$ cat src/rtl/umtrx_tx_dac_gate.sv
// umtrx_tx_dac_gate: per-channel primed FIFO between the TX deframers and the DAC, one sample per dac_stb.
// Define UMTRX_TX_ROUND_EN for round-half-up with positive saturation; otherwise samples are truncated.
module umtrx_tx_dac_chan #(
  parameter int SW = 16,
  parameter int DW = 12,
  parameter int HD = 8
) (
  input  logic          clk,
  input  logic          rst_n,
  input  logic          en,
  input  logic          clr,
  input  logic          dac_stb,
  input  logic          in_valid,
  input  logic [2*SW-1:0] in_data,
  output logic          in_ready,
  output logic          run,
  output logic          underrun,
  output logic [DW-1:0] dac_i,
  output logic [DW-1:0] dac_q
);
  localparam int AW = $clog2(HD);
  typedef enum logic [1:0] {IDLE, PRIME, RUN, UNDER} state_t;

  state_t          state_q, state_d;
  logic [2*SW-1:0] mem_q [HD];
  logic [AW-1:0]   wptr_q, wptr_d, rptr_q, rptr_d;
  logic [AW:0]     cnt_q, cnt_d;
  logic [DW-1:0]   dac_i_q, dac_i_d, dac_q_q, dac_q_d;
  logic            run_q, run_d, und_q, und_d;
  logic            push, pop, set_und, empty, full, primed;
  logic [1:0][SW-1:0] head;
  logic [1:0][DW-1:0] cvt;
  logic            unused_lsb;

  assign empty    = (cnt_q == '0);
  assign full     = (cnt_q == (AW+1)'(HD));
  assign primed   = (cnt_q >= (AW+1)'(HD/2));
  assign in_ready = en & ~full;
  assign push     = in_valid & in_ready;
  assign head     = mem_q[rptr_q];
  assign unused_lsb = ^{head[1][SW-DW-1:0], head[0][SW-DW-1:0]};

  for (genvar k = 0; k < 2; k++) begin : g_cvt
`ifdef UMTRX_TX_ROUND_EN
    logic [DW-1:0] top;
    logic          rbit;
    assign top  = head[k][SW-1 -: DW];
    assign rbit = head[k][SW-DW-1];
    // Only the max positive code can carry out; it already equals the saturated value.
    assign cvt[k] = (top == {1'b0, {(DW-1){1'b1}}} && rbit) ? top : top + DW'(rbit);
`else
    assign cvt[k] = head[k][SW-1 -: DW];
`endif
  end

  always_comb begin
    state_d = state_q;
    dac_i_d = dac_i_q;
    dac_q_d = dac_q_q;
    pop     = 1'b0;
    set_und = 1'b0;
    case (state_q)
      IDLE: begin
        dac_i_d = '0;
        dac_q_d = '0;
        if (en) state_d = PRIME;
      end
      PRIME: begin
        dac_i_d = '0;
        dac_q_d = '0;
        if (primed) state_d = RUN;
      end
      RUN: begin
        if (dac_stb) begin
          if (!empty) begin
            pop     = 1'b1;
            dac_i_d = cvt[1];
            dac_q_d = cvt[0];
          end else begin
            dac_i_d = '0;
            dac_q_d = '0;
            set_und = 1'b1;
            state_d = UNDER;
          end
        end
      end
      UNDER: begin
        if (dac_stb) begin
          dac_i_d = '0;
          dac_q_d = '0;
        end
        if (primed) state_d = RUN;
      end
      default: state_d = IDLE;
    endcase
    if (!en) begin
      state_d = IDLE;
      dac_i_d = '0;
      dac_q_d = '0;
      pop     = 1'b0;
      set_und = 1'b0;
    end
    wptr_d = push ? wptr_q + AW'(1) : wptr_q;
    rptr_d = pop  ? rptr_q + AW'(1) : rptr_q;
    cnt_d  = cnt_q + (AW+1)'(push) - (AW+1)'(pop);
    // A disabled channel holds nothing, so the flush follows the enable bit directly.
    if (!en) begin
      wptr_d = '0;
      rptr_d = '0;
      cnt_d  = '0;
    end
    run_d = (state_q != IDLE);
    und_d = set_und | (und_q & ~clr);
  end

  always_ff @(posedge clk) begin
    if (push) mem_q[wptr_q] <= in_data;
  end

  always_ff @(posedge clk) begin
    if (!rst_n) begin
      state_q <= IDLE;
      wptr_q  <= '0;
      rptr_q  <= '0;
      cnt_q   <= '0;
      dac_i_q <= '0;
      dac_q_q <= '0;
      run_q   <= 1'b0;
      und_q   <= 1'b0;
    end else begin
      state_q <= state_d;
      wptr_q  <= wptr_d;
      rptr_q  <= rptr_d;
      cnt_q   <= cnt_d;
      dac_i_q <= dac_i_d;
      dac_q_q <= dac_q_d;
      run_q   <= run_d;
      und_q   <= und_d;
    end
  end

  assign dac_i    = dac_i_q;
  assign dac_q    = dac_q_q;
  assign run      = run_q;
  assign underrun = und_q;
endmodule

module umtrx_tx_dac_gate #(
  parameter int BASE         = 0,
  parameter int NCH          = 2,
  parameter int SAMPLE_WIDTH = 16,
  parameter int DAC_WIDTH    = 12,
  parameter int HOLD_DEPTH   = 8
) (
  input  logic                          clk,
  input  logic                          rst_n,
  input  logic                          set_stb,
  input  logic [7:0]                    set_addr,
  input  logic [31:0]                   set_data,
  input  logic [NCH*2*SAMPLE_WIDTH-1:0] sample_data,
  input  logic [NCH-1:0]                sample_valid,
  output logic [NCH-1:0]                sample_ready,
  input  logic                          dac_stb,
  output logic [NCH*DAC_WIDTH-1:0]      dac_i,
  output logic [NCH*DAC_WIDTH-1:0]      dac_q,
  output logic [NCH-1:0]                run,
  output logic [NCH-1:0]                underrun
);
  localparam int SW = SAMPLE_WIDTH;
  localparam int DW = DAC_WIDTH;
  localparam logic [7:0] A_EN  = 8'(BASE);
  localparam logic [7:0] A_CLR = 8'(BASE + 1);

  logic [NCH-1:0] en_q, en_d, clr;
  logic           unused_set;

  assign unused_set = ^set_data[31:NCH];

  always_comb begin
    en_d = en_q;
    if (set_stb && set_addr == A_EN) en_d = set_data[NCH-1:0];
  end

  // Clear is a same-cycle pulse; a coincident underrun still sets the flag.
  assign clr = (set_stb && set_addr == A_CLR) ? set_data[NCH-1:0] : '0;

  always_ff @(posedge clk) begin
    if (!rst_n) en_q <= '0;
    else        en_q <= en_d;
  end

  for (genvar ch = 0; ch < NCH; ch++) begin : g_ch
    umtrx_tx_dac_chan #(.SW(SW), .DW(DW), .HD(HOLD_DEPTH)) u_chan (
      .clk      (clk),
      .rst_n    (rst_n),
      .en       (en_q[ch]),
      .clr      (clr[ch]),
      .dac_stb  (dac_stb),
      .in_valid (sample_valid[ch]),
      .in_data  (sample_data[ch*2*SW +: 2*SW]),
      .in_ready (sample_ready[ch]),
      .run      (run[ch]),
      .underrun (underrun[ch]),
      .dac_i    (dac_i[ch*DW +: DW]),
      .dac_q    (dac_q[ch*DW +: DW])
    );
  end
endmodule
$ cat config.mk
export PLATFORM = sky130hd
export DESIGN_NAME = umtrx_tx_dac_gate
export DESIGN_NICKNAME = d
export VERILOG_FILES = /design/src/rtl/umtrx_tx_dac_gate.sv
export SDC_FILE = /design/constraint.sdc
export NUM_CORES = 1
export LEC_CHECK = 0
export ABC_AREA = 1
export BUFFER_PORTS_ARGS = -buffer_cell sky130_fd_sc_hd__buf_2
export CAP_MARGIN = 40
export CORE_MARGIN = 3
export CORE_UTILIZATION = 60
export CTS_CLUSTER_SIZE = 25
export DETAILED_ROUTE_END_ITERATION = 10
export GPL_ROUTABILITY_DRIVEN = 0
export PLACE_DENSITY_LB_ADDON = 0.12
export SYNTH_ARGS = -nofsm -noshare
export SYNTH_HDL_FRONTEND = slang
export SYNTH_HIERARCHICAL = 1
export SYNTH_SLANG_ARGS = --single-unit
$ cat constraint.sdc
create_clock -name clk -period 4.93 [get_ports clk]
set_input_delay 1.479 -clock clk [delete_from_list [all_inputs] [get_ports clk]]
set_output_delay 1.479 -clock clk [all_outputs]
set_load 0.01 [all_outputs]
* After elaboration in Yosys (flattened, before gate mapping)
Memories as Yosys holds them, arrays and structs flattened. A register that Yosys moved wholly into a read port is not among the register bits. Cells that the tools add are included.
Operators by class: add/sub/neg operators 8, magnitude comparators 2, eq/ne operators 17, mux-type cells 46, bitwise gates (word level) 12, reduce and logical (&&, ||, !) cells 19
Operators with widths (count):
- $pmux 12 s3 | 4
- $mux 12 | 9
- $mux 1 | 20
- $mux 2 | 7
- $add 3x1->3 const B | 4
- $mux 3 | 4
- $pmux 2 s3 | 2
- $add 4x1->4 | 2
- $eq 2x2->1 const B | 4
- $eq 4x4->1 const B | 2
- $eq 8x1->1 const B | 1
- $ge 4x3->1 const B | 2
- $logic_not 4->1 | 2
- $logic_not 8->1 | 1
- $ne 2x1->1 const B | 4
- $ne 2x2->1 const B | 4
- $reduce_and 2->1 | 4
- $reduce_or 2->1 | 4
- $sub 4x1->4 | 2
- $and 1x1->1 | 6
- $reduce_and 3->1 | 2
- $eq 2x1->1 const B | 2
- $logic_not 2->1 | 2
- $not 1->1 | 4
- other kinds (3) | 6
Word-level totals: flip-flop bits (word level) 78, RAM bits 512, input port bits 110, output and inout bits 54, logic and storage cells 123, memories 2
Memories:
- g_ch[0].u_chan.mem_q | words 8, bits a word 32, rd ports 1, clocked after memory_dff 1, write ports 1, line 25 | logic [2*SW-1:0] mem_q [HD];
- g_ch[1].u_chan.mem_q | words 8, bits a word 32, rd ports 1, clocked after memory_dff 1, write ports 1, line 25

* Longest topological paths before layout
depth in word-level cells 7, gate-level depth with buffers 14, gate-level depth less buffers 14

* Modules after synthesis
Netlist, hierarchy kept.
By module, submodules not included:
- umtrx_tx_dac_chan at g_ch[0].u_chan | times used 1, cells an instance 952, area an instance 9718.1 µm², sequential area each 6586.3 µm²
- umtrx_tx_dac_chan at g_ch[1].u_chan | times used 1, cells an instance 952, area an instance 9715.6 µm², sequential area each 6586.3 µm²
- umtrx_tx_dac_gate | times used 1, cells an instance 24, area an instance 131.4 µm², sequential area each 40.0 µm²

* Worst setup path after synthesis
Ideal clock, no wire load.
kind input -> register, start point input sample_valid[0], end point memory g_ch[0].u_chan/mem_q[6][10] in the netlist's numbering, enable pin, setup time 435 ps, arrival 3494 ps, data required time 4495 ps, slack 1000 ps, stages 3, buffers on the path 1, cell sequence nand3_1 buf_2 nor3_1
Between the ends: word-level cells in the longest chain between the ends 3
RTL lines:
- from (decl) | line 161 | input logic [NCH-1:0] sample_valid,
- $and 1x1->1 | line 39 | assign push = in_valid & in_ready;
- $mux 1 | line 117 | if (push) mem_q[wptr_q] <= in_data;
- $mux 1 (implied by the code) | line 117
- to (decl) | line 25
Every way passes these cells.

* Worst setup path in the final report
start point register g_ch[1].u_chan.cnt_q[2], end point output sample_ready[1]
Between the ends: word-level cells in the longest chain between the ends 3
RTL lines:
- from (decl) | line 27 | logic [AW:0] cnt_q, cnt_d;
- from (signal assigned) | line 134 | cnt_q <= cnt_d;
- $eq 4x4->1 | line 36 | assign full = (cnt_q == (AW+1)'(HD));
- $not 1->1 | line 38 | assign in_ready = en & ~full;
- $and 1x1->1 | line 38
- to (decl) | line 162 | output logic [NCH-1:0] sample_ready,
Every way passes these cells.

==> flow_summary.toml <==
[run_status]
outcome = "finished, final reports clean"

[floorplan]
rows = 65
die_w_um = 186.6
fp.dieH_um = 186.6
ioPinCount = 164
die_area_sq_um = 34810
start_util_pct = 61.37
core-area_sq_um = 31880

[grt]
gr-total-overflow = 0
grt_pass1_wl_mm = 66.79
grt_pass1_vias = 12830
grt_use_total_pct = 24.03
antenna_found_initial = 7
grt_max_degree = 64

[clocking]
post_cts_resize_count = 0
clockBufferDepth = 3
insertion_delay_ns = 0.55
cts_tree = "built"
clkTransAtPathRegs_ns = 0.06
ctsHoldBuffers = 0
post_cts_buffers = 0
htree_num_levels = 2
cts_inserted_buffers = 48
cts.root.buffer_cell = "clkbuf_16"
cts_sinks = 468

[synthesis]
yosysSeqAreaShare_pct = 67.53
synth.most_common_cell = "nand2_1"
synth_ff_type = "edfxtp_1"
yosysWarnings = 6
avgSynthCellArea_sq_um = 10.15
ys_top_cells_by_count = "nand2_1 (564), edfxtp_1 (384), inv_1 (332)"
synth-edff-count = 384
netlist_instances = 1928
ys_top_cells_by_area = "edfxtp_1 (59%), nand2_1 (11%), dfxtp_1 (8.6%)"
synth_area_sq_um = 19570
yosysTopAreaCell = "edfxtp_1"
yosys.area.top_type_share_pct = 58.94
synth-seq-cells = 468
ys_types = 25
synth_nets = 2054
async_flop_share_pct = 0

[finish]
multi_input_area_sq_um = 4678
regArea_sq_um = 13220
fill_cells = 2395
area_delta_synth_final_pct = 13.73
nets = 2169
drive_gt1_share_pct = 12.30

[power_and_ir_drop]
seqPwrFrac_pct = 53.3
p_int_mw = 6.509
clock_power_share_pct = 45.9
p_leak_nw = 9.253
p_switching_mw = 1.506
p_sw_share_pct = 18.79
total_power_mw = 8.014
pwr-share-comb_pct = 0.8
ir_worst_vdd_mv = 0.2993
p_per_area_nw_per_um2 = 360.2

[critical_path]
reg2reg_slack_ns = 2.32
worstPathMaxFanout = 3
crit_type = "reg2out"
startpoint_type = "flop"
critPathArrivalTime_ns = 1.47
cp-end-kind = "primary output"
reg2reg_depth = 8
r2r_end = "g_ch[0].u_chan/dac_q[9]$_SDFFE_PN0P_"
required_ns = 3.45

[sta]
fin_crit_sh_pct = 59.87
slew_headroom_pct = 44.55
drv_slew = 0
tightest_slew_ns = 0.8306
fmax_ghz = 0.3388
timing.final.ws_setup_ns = 1.979
setup_tns_ns = 0
skew_ns = 0.009137
hold_violations = 0
rsz0062_at_grt = "false"
fin_crit_ns = 2.951
setup_viol = 0

[drt]
wl_per_cell_um = 16.67
dr.pass1.iters = 5
vias = 13310
ant_nets = 0
wl_mm = 42.03
remaining_drc_errors = 0
vias_per_cell = 5.280
drt_iter0_drc = 1200

[hold_path]
hold_class = "reg2reg"
hp-start = "g_ch[0].u_chan/underrun$_SDFF_PN0_"
hold_depth = 2
worstHoldEndpoint = "g_ch[0].u_chan/underrun$_SDFF_PN0_"

[placed_design]
numPortBuffers = 117
dp_hpwl_mm = 23.27
place_ws_ns = 1.482

[job]
drv_cap = 0
==> through the flow <==
step	util [%]	area, sq um	hold WS, ns	std cells
finish	69.80	22250	0.4538	2521
global route	69.79	22250	0.4767	2520
CTS	69.76	22240	0.4579	2517
detailed placement	64.72	20630	0.4485	2428
global placement	64.41	20530	0.4493	2424
floorplan	-	19570	0.4435	1928
==> layout make-up <==
type	count	share of cell area, %
multi-input combinational	1034	21.02
sequential	468	59.40
clock buffer	61	5.803
tap	435	2.446
antenna	4	0.04498
timing repair buffer	153	4.150
inverter	338	5.702
clock inverter	28	1.428
==> sequential cells by signal, indices dropped and copies added, names as in the netlist, named ones only <==
register	flops
en_q	2
g_ch.u_chan/cnt_q	8
g_ch.u_chan/dac_i	24
g_ch.u_chan/dac_q	24
g_ch.u_chan/mem_q	384
g_ch.u_chan/rptr_q	6
g_ch.u_chan/run	2
g_ch.u_chan/state_q	4
g_ch.u_chan/underrun	2
g_ch.u_chan/wptr_q	6
==> critical path, cell delays in order (launching register included) <==
cell,delay [ns]
dfxtp_1,0.29
inv_1,0.09
ha_1,0.16
nand3_1,0.10
and2_1,0.15
buf_2,0.13
==> kinds of logic after synthesis <==
kind of cell               Yosys count  share of synthesized area, %
DFF                                468                         67.53
xor gates and xnor gates             2                       0.08955
and+or+nand+nor                    932                         20.06
buffers and inverters              426                         9.004
adders and majority gates           16                         1.100
AOI/OAI and AO/OA                   84                         2.213
==> power groups by stage <==
| stage | logic, mW | registers [mW] | clock network (mW) |
|---|---|---|---|
| after floorplan | 0.00401 | 4.36 | 0 |
| after global placement | 0.0618 | 4.35 | 0 |
| after detailed placement | 0.0664 | 4.35 | 0 |
| after CTS | 0.0667 | 4.27 | 3.73 |
| after global routing | 0.0745 | 4.27 | 3.91 |
| final | 0.0668 | 4.27 | 3.68 |
==> metal layers <==
metal / part of all wire (%) / GRT usage [%]
met1: 43 / 33.80
met2: 47 / 38.56
met3: 8.1 / 4.002
met4: 2.5 / 8.375
met5: 0.079 / 0
==> worst max-delay path by stage <==
stage | start | slack [ns] | end
after floorplan | sample_valid[0] | 1.00 | g_ch[0].u_chan/mem_q[6][10]$_DFFE_PP_
after global placement | dac_stb | 1.55 | g_ch[1].u_chan/cnt_q[3]$_SDFF_PN0_
after detailed placement | sample_valid[1] | 1.48 | g_ch[1].u_chan/cnt_q[1]$_SDFF_PN0_
after CTS | g_ch[1].u_chan/cnt_q[2]$_SDFF_PN0_ | 1.96 | sample_ready[1]
after global routing | sample_valid[0] | 1.84 | g_ch[0].u_chan/cnt_q[3]$_SDFF_PN0_
final | g_ch[1].u_chan/cnt_q[2]$_SDFF_PN0_ | 1.98 | sample_ready[1]
==> layout by cell type (no fill, tap or decap), types with 3 or more instances in the layout <==
cell / n
o21ai_0: 14
clkbuf_16: 49
nand2_1: 564
dfxtp_2: 4
clkinv_1: 9
clkinv_2: 9
bufinv_16: 7
nand3_1: 299
edfxtp_1: 384
clkbuf_1: 10
buf_4: 32
nor2_1: 42
buf_2: 117
buf_16: 3
ha_1: 14
diode_2: 4
dfxtp_1: 80
a21oi_1: 66
inv_1: 332
inv_2: 6
nor3_2: 16
Note: power is estimated with default switching activity, not from simulation.
